### src/rtl/hazard_pkg.sv
// Shared definitions for the pipeline hazard control unit.
//   - REG_ADDR_W_DEF : default register index width
//   - PERF_W         : width of the performance counters
//   - state_t        : sequencer state encoding
package hazard_pkg;

    localparam int REG_ADDR_W_DEF = 5;
    localparam int PERF_W         = 32;

    typedef enum logic [1:0] {
        S_RUN     = 2'd0,
        S_MEMWAIT = 2'd1,
        S_MULDIV  = 2'd2
    } state_t;

endpackage

### src/rtl/hazard_control_unit_if.sv
// Bundle of hazard inputs from the pipeline and control outputs back to it.
//   master : pipeline side (drives hazard sources, receives enables/flushes)
//   slave  : hazard control unit side
// Signals: ID source regs + use flags, EX destination / load / branch /
// mul-div start, mul-div done, dmem stall; per-register enables, flushes,
// mul-div busy/timeout status and three performance counters.
interface hazard_control_unit_if
#(
    parameter int REG_ADDR_W = hazard_pkg::REG_ADDR_W_DEF
);
    import hazard_pkg::*;

    logic [REG_ADDR_W-1:0] rs1_id;
    logic [REG_ADDR_W-1:0] rs2_id;
    logic                  rs1_used_id;
    logic                  rs2_used_id;
    logic [REG_ADDR_W-1:0] rd_ex;
    logic                  mem_read_ex;
    logic                  branch_taken_ex;
    logic                  muldiv_start_ex;
    logic                  muldiv_done;
    logic                  dmem_stall;

    logic                  pc_en;
    logic                  if_id_en;
    logic                  id_ex_en;
    logic                  ex_mem_en;
    logic                  mem_wb_en;
    logic                  if_id_flush;
    logic                  id_ex_flush;
    logic                  ex_mem_flush;
    logic                  muldiv_busy;
    logic                  muldiv_timeout;
    logic [PERF_W-1:0]     perf_load_use;
    logic [PERF_W-1:0]     perf_muldiv_cyc;
    logic [PERF_W-1:0]     perf_flush;

    modport master (
        output rs1_id, rs2_id, rs1_used_id, rs2_used_id, rd_ex, mem_read_ex,
               branch_taken_ex, muldiv_start_ex, muldiv_done, dmem_stall,
        input  pc_en, if_id_en, id_ex_en, ex_mem_en, mem_wb_en,
               if_id_flush, id_ex_flush, ex_mem_flush,
               muldiv_busy, muldiv_timeout,
               perf_load_use, perf_muldiv_cyc, perf_flush
    );

    modport slave (
        input  rs1_id, rs2_id, rs1_used_id, rs2_used_id, rd_ex, mem_read_ex,
               branch_taken_ex, muldiv_start_ex, muldiv_done, dmem_stall,
        output pc_en, if_id_en, id_ex_en, ex_mem_en, mem_wb_en,
               if_id_flush, id_ex_flush, ex_mem_flush,
               muldiv_busy, muldiv_timeout,
               perf_load_use, perf_muldiv_cyc, perf_flush
    );

endinterface

### src/rtl/hazard_perf_counters.sv
// Three free-running, wrapping performance counters for the hazard unit.
// Only compiled when HAZARD_PERF_CNT_EN is defined.
//   clk, rst_n                     : clock, async active-low reset
//   inc_load_use/inc_muldiv/inc_flush : one-cycle increment strobes
//   perf_load_use/perf_muldiv_cyc/perf_flush : counter values
`ifdef HAZARD_PERF_CNT_EN
module hazard_perf_counters
    import hazard_pkg::*;
(
    input  logic              clk,
    input  logic              rst_n,
    input  logic              inc_load_use,
    input  logic              inc_muldiv,
    input  logic              inc_flush,
    output logic [PERF_W-1:0] perf_load_use,
    output logic [PERF_W-1:0] perf_muldiv_cyc,
    output logic [PERF_W-1:0] perf_flush
);

    localparam logic [PERF_W-1:0] ONE = PERF_W'(1);

    always_ff @(posedge clk or negedge rst_n) begin
        if (!rst_n) begin
            perf_load_use   <= '0;
            perf_muldiv_cyc <= '0;
            perf_flush      <= '0;
        end else begin
            if (inc_load_use) perf_load_use   <= perf_load_use + ONE;
            if (inc_muldiv)   perf_muldiv_cyc <= perf_muldiv_cyc + ONE;
            if (inc_flush)    perf_flush      <= perf_flush + ONE;
        end
    end

endmodule
`endif

### src/rtl/hazard_control_unit.sv
// Pipeline sequencer for the 5-stage RV32 core. Resolves load-use hazards,
// multi-cycle mul/div occupancy, data-memory wait states and EX redirects
// by driving per-register enables and flushes.
//   clk, rst_n : core clock, async active-low reset
//   hz         : hazard_control_unit_if.slave (hazard inputs, controls,
//                mul/div status, performance counters)
// Optional feature macro: HAZARD_PERF_CNT_EN (perf counters; tied to 0
// when undefined).
//
// state     | meaning
// S_RUN     | normal flow; redirects and load-use bubbles handled here
// S_MEMWAIT | data memory busy; freeze held until dmem_stall drops
// S_MULDIV  | mul/div occupying EX; front stages frozen, watchdog running
module hazard_control_unit
    import hazard_pkg::*;
#(
    parameter int REG_ADDR_W        = REG_ADDR_W_DEF,
    parameter int MULDIV_MAX_CYCLES = 34,
    parameter int CNT_W             = 6
) (
    input  logic                 clk,
    input  logic                 rst_n,
    hazard_control_unit_if.slave hz
);

    localparam logic [REG_ADDR_W-1:0] RD_ZERO = '0;
    localparam logic [CNT_W-1:0]      WD_MAX  = CNT_W'(MULDIV_MAX_CYCLES);
    localparam logic [CNT_W-1:0]      WD_ONE  = CNT_W'(1);

    state_t           state, state_nxt;
    logic [CNT_W-1:0] wd_cnt, wd_cnt_nxt;
    logic             done_pend, done_pend_nxt;
    logic             timeout_q, timeout_set;
    logic             load_use, done_eff;

    logic pc_en, if_id_en, id_ex_en, ex_mem_en, mem_wb_en;
    logic if_id_flush, id_ex_flush, ex_mem_flush;

    assign load_use = hz.mem_read_ex && (hz.rd_ex != RD_ZERO) &&
                      ((hz.rs1_used_id && (hz.rs1_id == hz.rd_ex)) ||
                       (hz.rs2_used_id && (hz.rs2_id == hz.rd_ex)));

    // A done pulse that arrived while dmem was stalling is remembered.
    assign done_eff = hz.muldiv_done || done_pend;

    always_comb begin
        pc_en         = 1'b1;
        if_id_en      = 1'b1;
        id_ex_en      = 1'b1;
        ex_mem_en     = 1'b1;
        mem_wb_en     = 1'b1;
        if_id_flush   = 1'b0;
        id_ex_flush   = 1'b0;
        ex_mem_flush  = 1'b0;
        state_nxt     = state;
        wd_cnt_nxt    = wd_cnt;
        done_pend_nxt = done_pend;
        timeout_set   = 1'b0;

        if (state == S_MULDIV) begin
            if (hz.dmem_stall) begin
                // Whole pipe holds; the MEM instruction must not be flushed.
                pc_en         = 1'b0;
                if_id_en      = 1'b0;
                id_ex_en      = 1'b0;
                ex_mem_en     = 1'b0;
                mem_wb_en     = 1'b0;
                done_pend_nxt = done_eff;
                if (wd_cnt != WD_MAX) wd_cnt_nxt = wd_cnt + WD_ONE;
            end else if (done_eff) begin
                state_nxt     = S_RUN;
                wd_cnt_nxt    = '0;
                done_pend_nxt = 1'b0;
            end else if (wd_cnt == WD_MAX) begin
                // Watchdog expiry: release the pipe and flag the error.
                timeout_set   = 1'b1;
                state_nxt     = S_RUN;
                wd_cnt_nxt    = '0;
                done_pend_nxt = 1'b0;
            end else begin
                pc_en        = 1'b0;
                if_id_en     = 1'b0;
                id_ex_en     = 1'b0;
                ex_mem_flush = 1'b1;
                wd_cnt_nxt   = wd_cnt + WD_ONE;
            end
        end else begin
            // S_MEMWAIT with the stall released behaves exactly as S_RUN.
            if (hz.dmem_stall) begin
                pc_en     = 1'b0;
                if_id_en  = 1'b0;
                id_ex_en  = 1'b0;
                ex_mem_en = 1'b0;
                state_nxt = S_MEMWAIT;
            end else if (hz.muldiv_start_ex) begin
                pc_en         = 1'b0;
                if_id_en      = 1'b0;
                id_ex_en      = 1'b0;
                ex_mem_flush  = 1'b1;
                state_nxt     = S_MULDIV;
                wd_cnt_nxt    = WD_ONE;
                done_pend_nxt = 1'b0;
            end else if (hz.branch_taken_ex) begin
                // Redirect squashes the wrong-path instruction that would
                // otherwise have caused the load-use bubble.
                if_id_flush = 1'b1;
                id_ex_flush = 1'b1;
                state_nxt   = S_RUN;
            end else if (load_use) begin
                pc_en       = 1'b0;
                if_id_en    = 1'b0;
                id_ex_flush = 1'b1;
                state_nxt   = S_RUN;
            end else begin
                state_nxt = S_RUN;
            end
        end
    end

    always_ff @(posedge clk or negedge rst_n) begin
        if (!rst_n) begin
            state     <= S_RUN;
            wd_cnt    <= '0;
            done_pend <= 1'b0;
            timeout_q <= 1'b0;
        end else begin
            state     <= state_nxt;
            wd_cnt    <= wd_cnt_nxt;
            done_pend <= done_pend_nxt;
            timeout_q <= timeout_q || timeout_set;
        end
    end

    assign hz.pc_en          = pc_en;
    assign hz.if_id_en       = if_id_en;
    assign hz.id_ex_en       = id_ex_en;
    assign hz.ex_mem_en      = ex_mem_en;
    assign hz.mem_wb_en      = mem_wb_en;
    assign hz.if_id_flush    = if_id_flush;
    assign hz.id_ex_flush    = id_ex_flush;
    assign hz.ex_mem_flush   = ex_mem_flush;
    assign hz.muldiv_busy    = (state == S_MULDIV);
    assign hz.muldiv_timeout = timeout_q;

`ifdef HAZARD_PERF_CNT_EN
    logic run_rules, lu_bubble, redirect;

    assign run_rules = (state != S_MULDIV) && !hz.dmem_stall && !hz.muldiv_start_ex;
    assign redirect  = run_rules && hz.branch_taken_ex;
    assign lu_bubble = run_rules && !hz.branch_taken_ex && load_use;

    hazard_perf_counters u_perf (
        .clk             (clk),
        .rst_n           (rst_n),
        .inc_load_use    (lu_bubble),
        .inc_muldiv      (state == S_MULDIV),
        .inc_flush       (redirect),
        .perf_load_use   (hz.perf_load_use),
        .perf_muldiv_cyc (hz.perf_muldiv_cyc),
        .perf_flush      (hz.perf_flush)
    );
`else
    assign hz.perf_load_use   = '0;
    assign hz.perf_muldiv_cyc = '0;
    assign hz.perf_flush      = '0;
`endif

endmodule
### src/flat_wrapper.sv
// flat-port wrapper written by rule: the top's interface ports become plain ports
module hazard_control_unit_flat import hazard_pkg::*;
#(
    parameter int REG_ADDR_W        = REG_ADDR_W_DEF,
    parameter int MULDIV_MAX_CYCLES = 34,
    parameter int CNT_W             = 6
)
  (clk, rst_n, hz_rs1_id, hz_rs2_id, hz_rs1_used_id, hz_rs2_used_id, hz_rd_ex, hz_mem_read_ex, hz_branch_taken_ex, hz_muldiv_start_ex, hz_muldiv_done, hz_dmem_stall, hz_pc_en, hz_if_id_en, hz_id_ex_en, hz_ex_mem_en, hz_mem_wb_en, hz_if_id_flush, hz_id_ex_flush, hz_ex_mem_flush, hz_muldiv_busy, hz_muldiv_timeout, hz_perf_load_use, hz_perf_muldiv_cyc, hz_perf_flush);
  hazard_control_unit_if #(.REG_ADDR_W(REG_ADDR_W)) hz_i ();
  input  logic clk;
  input  logic rst_n;
  input wire logic [$bits(hz_i.rs1_id)-1:0] hz_rs1_id;
  input wire logic [$bits(hz_i.rs2_id)-1:0] hz_rs2_id;
  input wire logic [$bits(hz_i.rs1_used_id)-1:0] hz_rs1_used_id;
  input wire logic [$bits(hz_i.rs2_used_id)-1:0] hz_rs2_used_id;
  input wire logic [$bits(hz_i.rd_ex)-1:0] hz_rd_ex;
  input wire logic [$bits(hz_i.mem_read_ex)-1:0] hz_mem_read_ex;
  input wire logic [$bits(hz_i.branch_taken_ex)-1:0] hz_branch_taken_ex;
  input wire logic [$bits(hz_i.muldiv_start_ex)-1:0] hz_muldiv_start_ex;
  input wire logic [$bits(hz_i.muldiv_done)-1:0] hz_muldiv_done;
  input wire logic [$bits(hz_i.dmem_stall)-1:0] hz_dmem_stall;
  output wire logic [$bits(hz_i.pc_en)-1:0] hz_pc_en;
  output wire logic [$bits(hz_i.if_id_en)-1:0] hz_if_id_en;
  output wire logic [$bits(hz_i.id_ex_en)-1:0] hz_id_ex_en;
  output wire logic [$bits(hz_i.ex_mem_en)-1:0] hz_ex_mem_en;
  output wire logic [$bits(hz_i.mem_wb_en)-1:0] hz_mem_wb_en;
  output wire logic [$bits(hz_i.if_id_flush)-1:0] hz_if_id_flush;
  output wire logic [$bits(hz_i.id_ex_flush)-1:0] hz_id_ex_flush;
  output wire logic [$bits(hz_i.ex_mem_flush)-1:0] hz_ex_mem_flush;
  output wire logic [$bits(hz_i.muldiv_busy)-1:0] hz_muldiv_busy;
  output wire logic [$bits(hz_i.muldiv_timeout)-1:0] hz_muldiv_timeout;
  output wire logic [$bits(hz_i.perf_load_use)-1:0] hz_perf_load_use;
  output wire logic [$bits(hz_i.perf_muldiv_cyc)-1:0] hz_perf_muldiv_cyc;
  output wire logic [$bits(hz_i.perf_flush)-1:0] hz_perf_flush;
  assign hz_i.rs1_id = hz_rs1_id;
  assign hz_i.rs2_id = hz_rs2_id;
  assign hz_i.rs1_used_id = hz_rs1_used_id;
  assign hz_i.rs2_used_id = hz_rs2_used_id;
  assign hz_i.rd_ex = hz_rd_ex;
  assign hz_i.mem_read_ex = hz_mem_read_ex;
  assign hz_i.branch_taken_ex = hz_branch_taken_ex;
  assign hz_i.muldiv_start_ex = hz_muldiv_start_ex;
  assign hz_i.muldiv_done = hz_muldiv_done;
  assign hz_i.dmem_stall = hz_dmem_stall;
  assign hz_pc_en = hz_i.pc_en;
  assign hz_if_id_en = hz_i.if_id_en;
  assign hz_id_ex_en = hz_i.id_ex_en;
  assign hz_ex_mem_en = hz_i.ex_mem_en;
  assign hz_mem_wb_en = hz_i.mem_wb_en;
  assign hz_if_id_flush = hz_i.if_id_flush;
  assign hz_id_ex_flush = hz_i.id_ex_flush;
  assign hz_ex_mem_flush = hz_i.ex_mem_flush;
  assign hz_muldiv_busy = hz_i.muldiv_busy;
  assign hz_muldiv_timeout = hz_i.muldiv_timeout;
  assign hz_perf_load_use = hz_i.perf_load_use;
  assign hz_perf_muldiv_cyc = hz_i.perf_muldiv_cyc;
  assign hz_perf_flush = hz_i.perf_flush;
  hazard_control_unit #(.REG_ADDR_W(REG_ADDR_W), .MULDIV_MAX_CYCLES(MULDIV_MAX_CYCLES), .CNT_W(CNT_W)) u_core (.clk(clk), .rst_n(rst_n), .hz(hz_i));
endmodule
### config.mk
export PLATFORM = sky130hd
export DESIGN_NAME = hazard_control_unit_flat
export DESIGN_NICKNAME = d
export VERILOG_FILES = /design/src/rtl/hazard_pkg.sv /design/src/rtl/hazard_control_unit_if.sv /design/src/rtl/hazard_perf_counters.sv /design/src/rtl/hazard_control_unit.sv /design/src/flat_wrapper.sv
export SDC_FILE = /design/constraint.sdc
export NUM_CORES = 1
export LEC_CHECK = 0
export CAP_MARGIN = 5
export CORE_UTILIZATION = 32
export CTS_CLUSTER_DIAMETER = 200
export DETAILED_ROUTE_END_ITERATION = 12
export PLACE_DENSITY = 0.81
export SLEW_MARGIN = 15
export SYNTH_ARGS = -nofsm -noshare
export SYNTH_HDL_FRONTEND = slang
export SYNTH_SLANG_ARGS = --single-unit
### constraint.sdc
create_clock -name clk -period 1.78 [get_ports clk]
set_input_delay 0.178 -clock clk [delete_from_list [all_inputs] [get_ports clk]]
set_output_delay 0.178 -clock clk [all_outputs]
set_load 0.01 [all_outputs]
==> flow_summary.json, run 1 <==
{
  "status": "complete, but fails checks",
  "violations": "DRC, setup timing",
  "area_delta_synth_final_pct": 22.2,
  "fmax_mhz": 513,
  "setup_viol": 3,
  "crit_type": "reg2out",
  "grt_pass1_vias": 952,
  "cts_hold_buf": 0,
  "ys_ff_latch": 10,
  "stdcell_count": 295,
  "drv_slew": 0,
  "cp-start-kind": "flop",
  "critPathCapture": "hz_pc_en",
  "place.gp.congestion": 0.836,
  "place_ws_ns": -0.558,
  "antenna_found_initial": 0,
  "clock_sinks": 10,
  "port_buffers": 33,
  "peakVddDrop_v": 0.000416,
  "place_inst": 286,
  "row_count": 24,
  "rr_endpoint": "u_core.wd_cnt[2]",
  "synth_most_common_cell": "buf_4",
  "critical_path_arrival_ns": 1.77,
  "period_share": 1.09,
  "wire_per_inst_um": 9.71,
  "rsz0062_at_grt": "true",
  "period_needed_ns": 1.95,
  "synth_cell_types": 40,
  "synth_area_leaders": "buf_4 (49%), dfrtp_1 (17%), xnor2_1 (5.8%), nand4bb_4 (1.8%), ha_1 (1.7%)",
  "dp_hpwl_um": 2350,
  "grt_max_degree": 11,
  "grt-ovfl-total": 0,
  "fin_ws_ns": -0.167,
  "ys.flop_type": "dfrtp_1",
  "drt_pre_antenna_iters": 8,
  "critPathMaxFanout": 3,
  "insertedDiodeCount": 0,
  "synthArstFlopShare": 1.00,
  "crit_required_ns": 1.60,
  "whs_ns": 0.254,
  "ctsHtreeMaxLevel": 1,
  "antenna_left": 0,
  "cts-buffers-inserted": 3,
  "final-hold-violation-count": 0,
  "cap_viol_max_count": 0,
  "avgSynthCellArea_um2": 8.34,
  "fin_nets": 270,
  "vias": 1124,
  "crit_path_end_kind": "output port",
  "die_h_um": 70.5,
  "synth.cell_area_um2": 1500,
  "design_area_um2": 1840,
  "core-area_um2": 4440,
  "die_width_um": 70.5,
  "hold_path_class": "in2async",
  "clk_latency_ns": 0.24,
  "clkTransAtPathRegs_ns": 0.05,
  "grt_pass1_wl_um": 4290,
  "clock_skew_ns": 0.00160,
  "routed_via_density": 3.81,
  "drive_gt1_frac": 0.239,
  "ys_seq_area_frac": 0.167,
  "reg2regPathDepth": 9,
  "p_total_mw": 1.11,
  "synth_top_area_share": 0.485,
  "p_leak_nw": 0.964,
  "r2r_start": "u_core.wd_cnt[0]",
  "drt_iter0_drc": 41,
  "cts_tree": "built",
  "synth.largest_area_cell": "buf_4",
  "multi_input_area_um2": 915,
  "synth_common_cells": "buf_4 (97), dfrtp_1 (10), xnor2_1 (10)",
  "dieArea_um2": 4970,
  "route.detailed.drc": 26,
  "clock_path_buffers": 2,
  "fill_cells": 447,
  "track_usage": 0.111,
  "start_util": 0.338,
  "cts_root_buffer": "clkbuf_8",
  "postPlaceCellArea_um2": 1710,
  "yosysWarnings": 0,
  "register_area_um2": 250,
  "power_density_nw_per_um2": 603,
  "r2r_setup_slack_ns": 0.12,
  "totalWireLength_um": 2860,
  "synth_edf_count": 0,
  "synth_cells": 180,
  "io_pins": 130,
  "crit_start": "u_core.wd_cnt[0]"
}
-- how the worst min path moves through the flow --
stage | end | slack [ns]
after floorplan | u_core.done_pend | -0.12
after global placement | u_core.hz.muldiv_timeout | 0.47
after detailed placement | u_core.hz.muldiv_timeout | 0.48
after CTS | u_core.wd_cnt[2] | 0.27
after global routing | u_core.wd_cnt[2] | 0.30
final | u_core.wd_cnt[2] | 0.25
-- layout make-up --
| type | instances | area share |
|---|---|---|
| multi-input cells | 163 | 0.498 |
| repair buffers | 63 | 0.294 |
| flip-flops and latches | 10 | 0.136 |
| well taps | 52 | 0.0354 |
| clock buffers | 4 | 0.0300 |
| inverters | 3 | 0.00613 |
-- layer usage --
metal  track usage  up-vias  part of all wire
li1              -      524                 -
met1         0.116      516              0.34
met2         0.210       79              0.54
met3        0.0245        5             0.099
met4        0.0476        0             0.014
met5             0        -                 0
-- power breakdown --
part	total [mW]	internal (mW)	switching, mW
Combinational	0.525	0.245	0.279
Sequential	0.288	0.265	0.0234
Clock	0.293	0.195	0.0982
Total	1.11	0.705	0.401
-- critical path, stage by stage (launching register included) --
cell and delay (ns):
dfrtp_1 0.38, inv_1 0.06, ha_2 0.19, nand4bb_4 0.12, o211ai_1 0.23, and3_4 0.24
a21boi_4 0.17, buf_2 0.14
-- cells in the final DEF (no fill, tap or decap), drive strengths merged, types with 2 or more instances in the layout --
cell / instances
clkdlybuf4s50: 21
dlymetal6s2s: 2
inv: 3
o21bai: 2
dlygate4sd2: 5
dfrtp: 10
a21boi: 2
conb: 96
xnor2: 10
o2111ai: 2
buf: 35
ha: 2
a21oi: 3
nand4: 2
xor2: 2
clkbuf: 4
o211ai: 3
nor2: 6
nand2: 6
nor2b: 2
nand3: 2
o21ai: 7
nor3: 2
-- logic make-up (layout without fill, tap and decap cells) --
kind of cell / after synthesis / in the layout / synth area share
DFF: 10 / 10 / 0.167
and+or+nand+nor: 28 / 28 / 0.123
AOI/OAI and AO/OA: 25 / 25 / 0.118
xor gates and xnor gates: 12 / 12 / 0.0700
buffers and inverters: 102 / 70 / 0.503
other: 1 / 96 / 0.00250
adders and majority gates: 2 / 2 / 0.0167
-- through the flow --
stage | utilization | TNS (ns)
final | 0.413 | -0.454
after global routing | 0.413 | -0.855
after CTS | 0.405 | -0.525
after detailed placement | 0.384 | -2.20
after global placement | 0.384 | -2.12
after floorplan | - | 0
-- registers in the layout, summed over array words and instances, names as in the netlist --
register                  count
u_core.wd_cnt                 6
u_core.state                  2
u_core.done_pend              1
u_core.hz.muldiv_timeout      1
-- what timing repair did --
item / in CTS / in global routing
pin swaps: 3 / 4
resized for setup: 34 / 7
endpoints found under the setup margin: 6 / 9
setup buffers: 5 / 2
No activity file was read; power rests on OpenSTA's default activity.
==> run 2, diff against run 1 <==
--- a/config.mk
+++ b/config.mk
@@ -8,6 +8,7 @@
 export CAP_MARGIN = 5
 export CORE_UTILIZATION = 32
 export CTS_CLUSTER_DIAMETER = 200
+export CTS_CLUSTER_SIZE = 25
 export DETAILED_ROUTE_END_ITERATION = 12
 export PLACE_DENSITY = 0.81
 export SLEW_MARGIN = 15
==> results of run 2 <==
Final layout, timing and power as in run 1 (identical DEF).
